`src/rtl/byte_uart_pkg.sv`:
```
// Shared types and constants for the byte-output UART transmitter.
// Latency: none (declarations only).
// Backpressure: none (declarations only).
package byte_uart_pkg;

    localparam int DATA_BITS = 8;

    // PARITY is only entered when the parity build is selected.
    typedef enum logic [2:0] {
        IDLE,
        START,
        DATA,
        PARITY,
        STOP
    } uart_state_t;

    // Clock cycles per serial bit, truncated.
    function automatic int clks_per_bit(input int clk_hz, input int baud);
        return clk_hz / baud;
    endfunction

endpackage

```
`src/rtl/byte_fifo.sv`:
```
// Synchronous byte FIFO with extra-MSB pointers; dout is registered on pop.
// Latency: a pushed byte is poppable the cycle after the push; dout valid the cycle after the pop.
// Backpressure: push while full and pop while empty are ignored; the caller owns the full/empty policy.
module byte_fifo #(
    parameter int DEPTH = 16
) (
    input  logic       clk,
    input  logic       resetn,
    input  logic       push,
    input  logic       pop,
    input  logic [7:0] din,
    output logic [7:0] dout,
    output logic       full,
    output logic       empty
);

    localparam int AW = $clog2(DEPTH);

    logic [7:0]  mem [DEPTH];
    logic [AW:0] wr_ptr;
    logic [AW:0] rd_ptr;

    // Same index with differing wrap bits means every slot is occupied.
    assign empty = (wr_ptr == rd_ptr);
    assign full  = (wr_ptr[AW] != rd_ptr[AW]) && (wr_ptr[AW-1:0] == rd_ptr[AW-1:0]);

    // Storage array is not reset; only the pointers define validity.
    always_ff @(posedge clk) begin
        if (push && !full) begin
            mem[wr_ptr[AW-1:0]] <= din;
        end
    end

    // Pointer advance and registered read port.
    always_ff @(posedge clk) begin
        if (!resetn) begin
            wr_ptr <= '0;
            rd_ptr <= '0;
            dout   <= '0;
        end else begin
            if (push && !full) begin
                wr_ptr <= wr_ptr + 1'b1;
            end
            if (pop && !empty) begin
                dout   <= mem[rd_ptr[AW-1:0]];
                rd_ptr <= rd_ptr + 1'b1;
            end
        end
    end

endmodule

```
`src/rtl/byte_uart_tx.sv`:
```
// Buffers strobed SoC output bytes and serialises them as 8N1 UART (8E1 when BYTE_UART_TX_PARITY_EN is defined).
// Latency: strobe at edge N with idle FSM -> pop at N+1 -> uart_tx falls after N+2; frame is 10 (11) bit times.
// Backpressure: none toward the producer; bytes arriving while the FIFO is full are dropped and set sticky overflow.
module byte_uart_tx #(
    parameter int CLK_HZ     = 100000000,
    parameter int BAUD       = 115200,
    parameter int FIFO_DEPTH = 16
) (
    input  logic       clk,
    input  logic       resetn,
    input  logic [7:0] out_byte,
    input  logic       out_byte_en,
    output logic       uart_tx,
    output logic       busy,
    output logic       fifo_full,
    output logic       overflow
);

    import byte_uart_pkg::*;

    localparam int              CPB       = clks_per_bit(CLK_HZ, BAUD);
    localparam int              BW        = (CPB > 1) ? $clog2(CPB) : 1;
    localparam logic [BW-1:0]   BAUD_LAST = BW'(CPB - 1);
    localparam logic [2:0]      BIT_LAST  = 3'(DATA_BITS - 1);

    logic          fifo_push;
    logic          fifo_pop;
    logic          fifo_empty;
    logic [7:0]    fifo_dout;

    uart_state_t   state;
    logic [7:0]    sh;
    logic [2:0]    bit_cnt;
    logic [BW-1:0] baud_cnt;
    logic          bit_end;
`ifdef BYTE_UART_TX_PARITY_EN
    logic          par;
`endif

    // Full is the pre-edge occupancy, so a push coinciding with a pop while full is still dropped.
    assign fifo_push = out_byte_en && !fifo_full;
    assign bit_end   = (baud_cnt == BAUD_LAST);
    // Pop from IDLE, or in the last stop cycle so back-to-back frames have no idle gap.
    assign fifo_pop  = !fifo_empty && ((state == IDLE) || ((state == STOP) && bit_end));
    assign busy      = (state != IDLE) || !fifo_empty;

    byte_fifo #(
        .DEPTH (FIFO_DEPTH)
    ) u_fifo (
        .clk    (clk),
        .resetn (resetn),
        .push   (fifo_push),
        .pop    (fifo_pop),
        .din    (out_byte),
        .dout   (fifo_dout),
        .full   (fifo_full),
        .empty  (fifo_empty)
    );

    // Sticky drop flag, cleared only by reset.
    always_ff @(posedge clk) begin
        if (!resetn) begin
            overflow <= 1'b0;
        end else if (out_byte_en && fifo_full) begin
            overflow <= 1'b1;
        end
    end

    // Frame sequencer. The popped byte lands in the FIFO's dout register one cycle after the pop,
    // so it is captured into sh at the end of the start bit, where it is guaranteed stable.
    always_ff @(posedge clk) begin
        if (!resetn) begin
            state    <= IDLE;
            sh       <= '0;
            bit_cnt  <= '0;
            baud_cnt <= '0;
`ifdef BYTE_UART_TX_PARITY_EN
            par      <= 1'b0;
`endif
        end else begin
            case (state)
                IDLE: begin
                    baud_cnt <= '0;
                    bit_cnt  <= '0;
                    if (!fifo_empty) begin
                        state <= START;
                    end
                end
                START: begin
                    if (bit_end) begin
                        baud_cnt <= '0;
                        sh       <= fifo_dout;
`ifdef BYTE_UART_TX_PARITY_EN
                        par      <= ^fifo_dout;
`endif
                        state    <= DATA;
                    end else begin
                        baud_cnt <= baud_cnt + 1'b1;
                    end
                end
                DATA: begin
                    if (bit_end) begin
                        baud_cnt <= '0;
                        sh       <= {1'b0, sh[7:1]};
                        bit_cnt  <= bit_cnt + 1'b1;
                        if (bit_cnt == BIT_LAST) begin
`ifdef BYTE_UART_TX_PARITY_EN
                            state <= PARITY;
`else
                            state <= STOP;
`endif
                        end
                    end else begin
                        baud_cnt <= baud_cnt + 1'b1;
                    end
                end
`ifdef BYTE_UART_TX_PARITY_EN
                PARITY: begin
                    if (bit_end) begin
                        baud_cnt <= '0;
                        state    <= STOP;
                    end else begin
                        baud_cnt <= baud_cnt + 1'b1;
                    end
                end
`endif
                STOP: begin
                    if (bit_end) begin
                        baud_cnt <= '0;
                        bit_cnt  <= '0;
                        state    <= fifo_empty ? IDLE : START;
                    end else begin
                        baud_cnt <= baud_cnt + 1'b1;
                    end
                end
                default: begin
                    state <= IDLE;
                end
            endcase
        end
    end

    // Registered line driver, one cycle behind the state it reflects; idles high.
    always_ff @(posedge clk) begin
        if (!resetn) begin
            uart_tx <= 1'b1;
        end else begin
            case (state)
                START:   uart_tx <= 1'b0;
                DATA:    uart_tx <= sh[0];
`ifdef BYTE_UART_TX_PARITY_EN
                PARITY:  uart_tx <= par;
`endif
                default: uart_tx <= 1'b1;
            endcase
        end
    end

endmodule

```
`config.mk`:
```
export PLATFORM = sky130hd
export DESIGN_NAME = byte_uart_tx
export DESIGN_NICKNAME = d
export VERILOG_FILES = /design/src/rtl/byte_uart_pkg.sv /design/src/rtl/byte_fifo.sv /design/src/rtl/byte_uart_tx.sv
export SDC_FILE = /design/constraint.sdc
export NUM_CORES = 1
export LEC_CHECK = 0
export BUFFER_PORTS_ARGS = -buffer_cell sky130_fd_sc_hd__buf_2
export CAP_MARGIN = 20
export CELL_PAD_IN_SITES_DETAIL_PLACEMENT = 1
export CELL_PAD_IN_SITES_GLOBAL_PLACEMENT = 1
export CORE_ASPECT_RATIO = 2
export CORE_MARGIN = 8
export CORE_UTILIZATION = 44
export CTS_BUF_LIST = sky130_fd_sc_hd__clkbuf_4 sky130_fd_sc_hd__clkbuf_8
export CTS_CLUSTER_DIAMETER = 200
export DETAILED_ROUTE_END_ITERATION = 12
export PLACE_DENSITY_LB_ADDON = 0.1
export SKIP_CTS_REPAIR_TIMING = 1
export SYNTH_ARGS = -nofsm -noshare
export SYNTH_HDL_FRONTEND = slang
export SYNTH_SLANG_ARGS = --single-unit
```
`constraint.sdc`:
```
create_clock -name clk -period 2.17 [get_ports clk]
set_input_delay 0.434 -clock clk [delete_from_list [all_inputs] [get_ports clk]]
set_output_delay 0.434 -clock clk [all_outputs]
set_load 0.02 [all_outputs]
```
==> results of run 1 <==
==> final cells by class <==
class / count / area, µm² / share of cell area [%]
Timing Repair Buffer: 50 / 359 / 4.50
Inverter: 5 / 18.8 / 0.235
Tap cell: 201 / 251 / 3.15
Clock inverter: 14 / 161 / 2.02
Clock buffer: 18 / 241 / 3.03
Multi-Input combinational cell: 274 / 2220 / 27.8
Sequential cell: 172 / 4730 / 59.2
==> worst max-delay path by stage <==
stage | from | to | slack, ps | cells after the start
after CTS | u_fifo.wr_ptr[1]$_SDFFE_PN0P_ | fifo_full | -110 | 5
after floorplan | u_fifo.wr_ptr[2]$_SDFFE_PN0P_ | u_fifo.mem[0][0]$_DFFE_PP_ | 70 | 6
after global routing | u_fifo.wr_ptr[2]$_SDFFE_PN0P_ | fifo_full | -50 | 5
after global placement | baud_cnt[0]$_SDFFE_PN0P_ | sh[6]$_SDFFE_PN0P_ | 180 | 7
after detailed placement | baud_cnt[0]$_SDFFE_PN0P_ | sh[4]$_SDFFE_PN0P_ | 60 | 7
final | u_fifo.wr_ptr[2]$_SDFFE_PN0P_ | fifo_full | 80 | 5
==> per-stage QoR <==
step	power [W]	hold slack (ps)	util [%]	cells
global placement	0.00521	441	47.7	702
global route	0.00780	276	50.6	734
floorplan	0.00479	428	-	480
CTS	0.00754	224	50.3	734
detailed placement	0.00525	445	47.7	702
finish	0.00745	256	50.6	734
==> power groups by stage <==
stage	clock network, W	registers (W)	logic (W)
after global routing	0.00248	0.00379	0.00153
after CTS	0.00237	0.00376	0.00141
final	0.00228	0.00377	0.00140
after floorplan	0	0.00379	0.000999
after detailed placement	0	0.00384	0.00141
after global placement	0	0.00383	0.00139
==> cells by family after synthesis <==
kind of cell	synth area share, %
muxes	10.5
and+or+nand+nor	9.00
DFF	66.9
xor gates and xnor gates	1.36
AOI/OAI and AO/OA	8.51
adders and majority gates	1.56
buffers and inverters	2.16
==> registers in the layout (all words and copies together), names as in the netlist <==
name and cells:
baud_cnt 10, bit_cnt 3, overflow 1, sh 8, state 3, u_fifo.dout 8
u_fifo.mem 128, u_fifo.rd_ptr 5, u_fifo.wr_ptr 5, uart_tx 1
==> cells in the final DEF (no fill, tap or decap), types with 4 or more instances in the layout <==
cell type    n
nand2b_1     5
o22ai_1     10
o31ai_1      5
nor3_1      11
edfxtp_1   128
inv_8        4
o21ai_0     15
buf_2       13
inv_6        6
a32oi_1      5
nand3_1     13
mux4_2      23
xnor2_1      4
or3_1        7
mux2i_1     21
and3_1      15
xnor2_2      4
nor2_1      25
clkbuf_8    17
nor2b_1      6
a311oi_1     7
o211a_1      5
a21oi_1     25
nand2_1     20
inv_1        4
buf_4       35
dfxtp_1     41
ha_1         7
==> synth_stat cells (all sizes together) (3+ instances only) <==
| library cell | n | area (µm²) |
|---|---|---|
| a311oi | 9 | 91.3 |
| nor2 | 26 | 97.6 |
| o31ai | 5 | 37.5 |
| a22oi | 3 | 22.5 |
| buf | 13 | 73.8 |
| o22ai | 10 | 62.6 |
| a32oi | 5 | 43.8 |
| nor2b | 6 | 37.5 |
| a41oi | 3 | 26.3 |
| dfxtp | 44 | 881 |
| inv | 4 | 15.0 |
| nand2b | 5 | 31.3 |
| o211a | 5 | 50.1 |
| mux2i | 21 | 210 |
| edfxtp | 128 | 3840 |
| nand3 | 13 | 65.1 |
| ha | 8 | 100 |
| mux4 | 23 | 518 |
| or2 | 3 | 18.8 |
| and3 | 15 | 93.8 |
| xnor2 | 8 | 70.1 |
| nand2 | 20 | 75.1 |
| xor2 | 3 | 26.3 |
| a21oi | 25 | 125 |
| or3 | 8 | 50.1 |
| nor3 | 13 | 81.3 |
| clkbuf | 16 | 60.1 |
| o21ai | 17 | 85.1 |
==> tightest hold or removal path, cell delays in order <==
cell and delay, ps:
buf_2 120, a21oi_1 70, nor2_1 70
==> routing by layer <==
layer  up-vias  wire, µm
li1       1948         -
met1      2094      5900
met2        57      9410
met3        39       377
met4         0       652
met5         -         0
==> impl_results.md, run 1 <==
* Total Routing Usage GR at 17.0%
* Max transition margin at 37.3%
* DIE AREA at 0.0206 mm²
* I/O pin count at 15
* Unique masters post-synth at 51
* CP Data Required Time at 1740 ps
* Die height at 195 µm
* Skew final at 9.83 ps
* Psw at 0.00220 W
* Drt total wl at 16300 µm
* Clock group share of total power at 30.7%
* Die Wd at 106 µm
* Instance area after placement at 0.00753 mm²
* Hold worst-path end: overflow$_SDFFE_PN0P_
* Vias in the first global route at 4653
* Core area at 0.0158 mm²
* Root buffer cell: clkbuf_8
* Row count at 65
* N_diodes at 0
* Hold WC Path Type: input pin to register
* Final period utilization at 96.2%
* Fmax at 479 MHz
* RSZ-0062 raised after global routing: yes
* R2r setup slk at 140 ps
* Crit path cell chain: xnor2_2 -> nand4_1 -> buf_4 -> nor2_2 -> buf_4
* Tightest Pin Transition at 938 ps
* Via count at 4138
* Layout cell share with drive strength beyond 1 at 23.5%
* Clock Pin Slew Worst Setup and Hold Paths at 100 ps
* Vias per cell at 5.64
* Setup TNS at 0 ps
* Logic gate share of total power at 18.8%
* Crit path max fanout at 2
* Starting Density at 44.7%
* R2r startpoint: baud_cnt[0]$_SDFFE_PN0P_
* Total CTS buffers at 17
* CTS tree: yes
* Overflow after GRT at 0
* Worst Min Path Start: out_byte_en
* Setup crit end kind: primary output
* Layout area overhead at 13.1%
* Crit path DAT at 1650 ps
* Int Pwr at 0.00525 W
* GRT met2 Usage at 32.1%
* Max stage delay on crit path at 340 ps
* CP max stage cell: dfxtp_1
* Design Area, Final at 0.00798 mm²
* Drc violations at 0
* Switching Share at 29.5%
* CTS sink count at 172
* Clk Latency, worst-skew pair at 470 ps
* Ys Warns at 0
* Hold depth at 3
* Seq/Total Area, Yosys at 66.9%
* Fillers at 1553
* Largest net degree at the start of global routing at 37
* Crit path max-delay family: flip-flops
* Buf/Inv on CP at 2
* Worst setup SP type: register
* First-pass GRT wire length at 26200 µm
* Longest Clk Path Bufs at 2
* M1 GR Usage at 16.3%
* Mapped cell area at 0.00706 mm²
* Final WS setup at 82.2 ps
* Outcome: completed
* Final Hold Viols at 0
* RePlAce Congestion at 0.757
* R2R cell count at 7
* Slew Limit Fails at 0
* Avg WL per Cell at 22.3 µm
* HPWL Detailed at 11500 µm
* GR Util met3 at 3.07%
* Port-buffer cells at 14
* Mapped Cells at 480
* Post-synth EDFFs at 128
* Top_reg_cell synth: edfxtp_1
* Most frequent CP cell: buf_4
* Static leakage at 2.66 nW
* Synth Net Count at 499
* Initial antenna violation count at 0
* Place WS at 58.3 ps
* Seq pwr share at 50.6%
* VDD IR max at 0.556 mV
* Final min period at 2090 ps
* Reg2reg end: u_fifo.dout[3]$_SDFFE_PN0P_
* PD cells at 933 mW/mm²
* Total of max-cap violations at 0
* TritonRoute pass-1 iters at 4
* Post-layout nets at 539
* Setup violations, final at 0
* Final ANT Viol Nets at 0
* H-tree depth at 4
* Ys async rst share at 0%
* Starting DRT DRC Count at 186
* Critical path class: register to primary output
* Synth Register Bits at 172
* Syn avg cell area at 14.7 µm²
* Top Usage Layer GRT: met2
Note: power is estimated with default switching activity, not from simulation.
==> run 2: changes to the inputs <==
RECOVER_POWER = 100   (was default)
==> impl_results.md, run 2 (synthesized netlist as in run 1, its figures left out) <==
* N_diodes at 0 (unchanged)
* Longest Clk Path Bufs at 2 (unchanged)
* Port-buffer cells at 14 (unchanged)
* Max FFs per register at 128 (unchanged)
* CP max stage cell: dfxtp_1
* Core area at 0.0158 mm² (unchanged)
* PD cells at 935 mW/mm² (+0.18%)
* Crit path cell chain: xnor2_2 -> nand4_1 -> buf_4 -> nor2_2 -> buf_4
* Via count at 4130 (-0.19%)
* Static leakage at 2.63 nW (-0.94%)
* Overflow after GRT at 0 (unchanged)
* Initial antenna violation count at 0 (unchanged)
* Tightest Pin Transition at 945 ps (+6.59 ps)
* Largest net degree at the start of global routing at 37 (unchanged)
* Clock Pin Slew Worst Setup and Hold Paths at 100 ps (about the same)
* Critical Path End: fifo_full
* Fmax at 479 MHz (about the same)
* Layout cell share with drive strength beyond 1 at 21.8% (-1.7 points)
* Total CTS buffers at 17 (unchanged)
* Setup crit end kind: primary output
* Tot Pwr at 0.00745 W (about the same)
* R2R cell count at 7 (unchanged)
* CTS sink count at 172 (unchanged)
* Layout area overhead at 12.9%
* Vias per cell at 5.63 (-0.19%)
* I/O pin count at 15 (unchanged)
* Die height at 195 µm (unchanged)
* Crit path max fanout at 2 (unchanged)
* Final ANT Viol Nets at 0 (unchanged)
* Commonest non-fill, non-tap cell in the layout: edfxtp_1
* Starting DRT DRC Count at 187 (+0.54%)
* CTS tree: yes
* Most frequent cells in the layout: 128 x edfxtp_1, 41 x dfxtp_1, 34 x buf_4
* VDD IR max at 0.556 mV (about the same)
* Max stage delay on crit path at 340 ps (about the same)
* Drc violations at 0 (unchanged)
* Crit path DAT at 1650 ps (about the same)
* Clk Latency, worst-skew pair at 470 ps (about the same)
* Final period utilization at 96.2% (about the same)
* DIE AREA at 0.0206 mm² (unchanged)
* Die Wd at 106 µm (unchanged)
* Reg2reg end: u_fifo.dout[3]$_SDFFE_PN0P_
* Final Hold Viols at 0 (unchanged)
* Post-layout nets at 539 (unchanged)
* R2r startpoint: baud_cnt[0]$_SDFFE_PN0P_
* Outcome: completed
* Avg WL per Cell at 22.3 µm (about the same)
* Critical path class: register to primary output
* Worst Hold Slack at 256 ps (-0.279 ps)
* HPWL Detailed at 11500 µm (unchanged)
* Most frequent CP cell: buf_4
* First-pass GRT wire length at 26200 µm (unchanged)
* Crit path from: u_fifo.wr_ptr[2]$_SDFFE_PN0P_
* Starting Density at 44.7% (unchanged)
* Vias in the first global route at 4653 (unchanged)
* Setup violations, final at 0 (unchanged)
* Max transition margin at 36.9% (-0.44 points)
* TritonRoute pass-1 iters at 4 (unchanged)
* Skew final at 9.83 ps (+0.0000600 ps)
* Worst setup SP type: register
* CP Data Required Time at 1740 ps (about the same)
* Slew Limit Fails at 0 (unchanged)
* RSZ-0062 raised after global routing: yes
* R2r setup slk at 140 ps (about the same)
* Final min period at 2090 ps (+0.282 ps)
* Drt total wl at 16400 µm (about the same)
* Hold WC Path Type: input pin to register
* H-tree depth at 4 (unchanged)
* Fillers at 1559 (+0.39%)
* Total Routing Usage GR at 17.0% (unchanged)
* Row count at 65 (unchanged)
* RePlAce Congestion at 0.757 (unchanged)
* Total of max-cap violations at 0 (unchanged)
* Root buffer cell: clkbuf_8
-- run 2: worst max-delay path, delay by kind of cell, from the launching register on --
family                 cells  cell delay [ps]
AND/OR/NAND/NOR            2              300
buffers and inverters      2              340
flip-flops                 1              340
XOR/XNOR                   1              210
-- run 2: final cells by class --
class | instances | area, µm² | area share (%)
repair buffers | 50 | 345 | 4.33
well taps | 201 | 251 | 3.16
flip-flops and latches | 172 | 4730 | 59.3
clock buffers | 18 | 241 | 3.03
clock inverters | 14 | 161 | 2.03
inverters | 5 | 18.8 | 0.236
multi-input cells | 274 | 2220 | 27.9
-- run 2: stage by stage --
| step | cells | area, µm² | utilization, % | setup WS, ps | TNS, ps |
|---|---|---|---|---|---|
| 3_3_place_gp | 702 | 7530 | 47.7 | 182 | 0 |
| 2_1_floorplan | 480 | 7060 | - | 70.0 | 0 |
| 5_1_grt | 734 | 7970 | 50.5 | -46.7 | -65.3 |
| 6_report | 734 | 7970 | 50.5 | 81.9 | 0 |
| 3_5_place_dp | 702 | 7530 | 47.7 | 58.3 | 0 |
| 4_1_cts | 734 | 7930 | 50.3 | -111 | -111 |
-- run 2: how the worst min path moves through the flow --
stage | start | to | slack [ps] | cells past startpoint
after floorplan | u_fifo.dout[0]$_SDFFE_PN0P_ | u_fifo.dout[0]$_SDFFE_PN0P_ | 430 | 2
after global placement | u_fifo.dout[6]$_SDFFE_PN0P_ | u_fifo.dout[6]$_SDFFE_PN0P_ | 440 | 2
after detailed placement | u_fifo.dout[0]$_SDFFE_PN0P_ | u_fifo.dout[0]$_SDFFE_PN0P_ | 440 | 2
after CTS | out_byte_en | overflow$_SDFFE_PN0P_ | 220 | 3
after global routing | out_byte_en | overflow$_SDFFE_PN0P_ | 280 | 3
final | out_byte_en | overflow$_SDFFE_PN0P_ | 260 | 3
-- run 2: power by group --
part           switching (W)  internal [W]  leakage (nW)
sequential          0.000102       0.00367          1.51
clock                0.00130      0.000985         0.207
combinational       0.000795      0.000602         0.913
-- run 2: metal layers --
layer  global-route usage, %  share of wire, %  up-vias
li1                        -                 -     1946
met1                    16.3                36     2090
met2                    32.1                58       55
met3                    3.07               2.1       39
met4                    10.4               4.0        0
met5                       0                 0        -
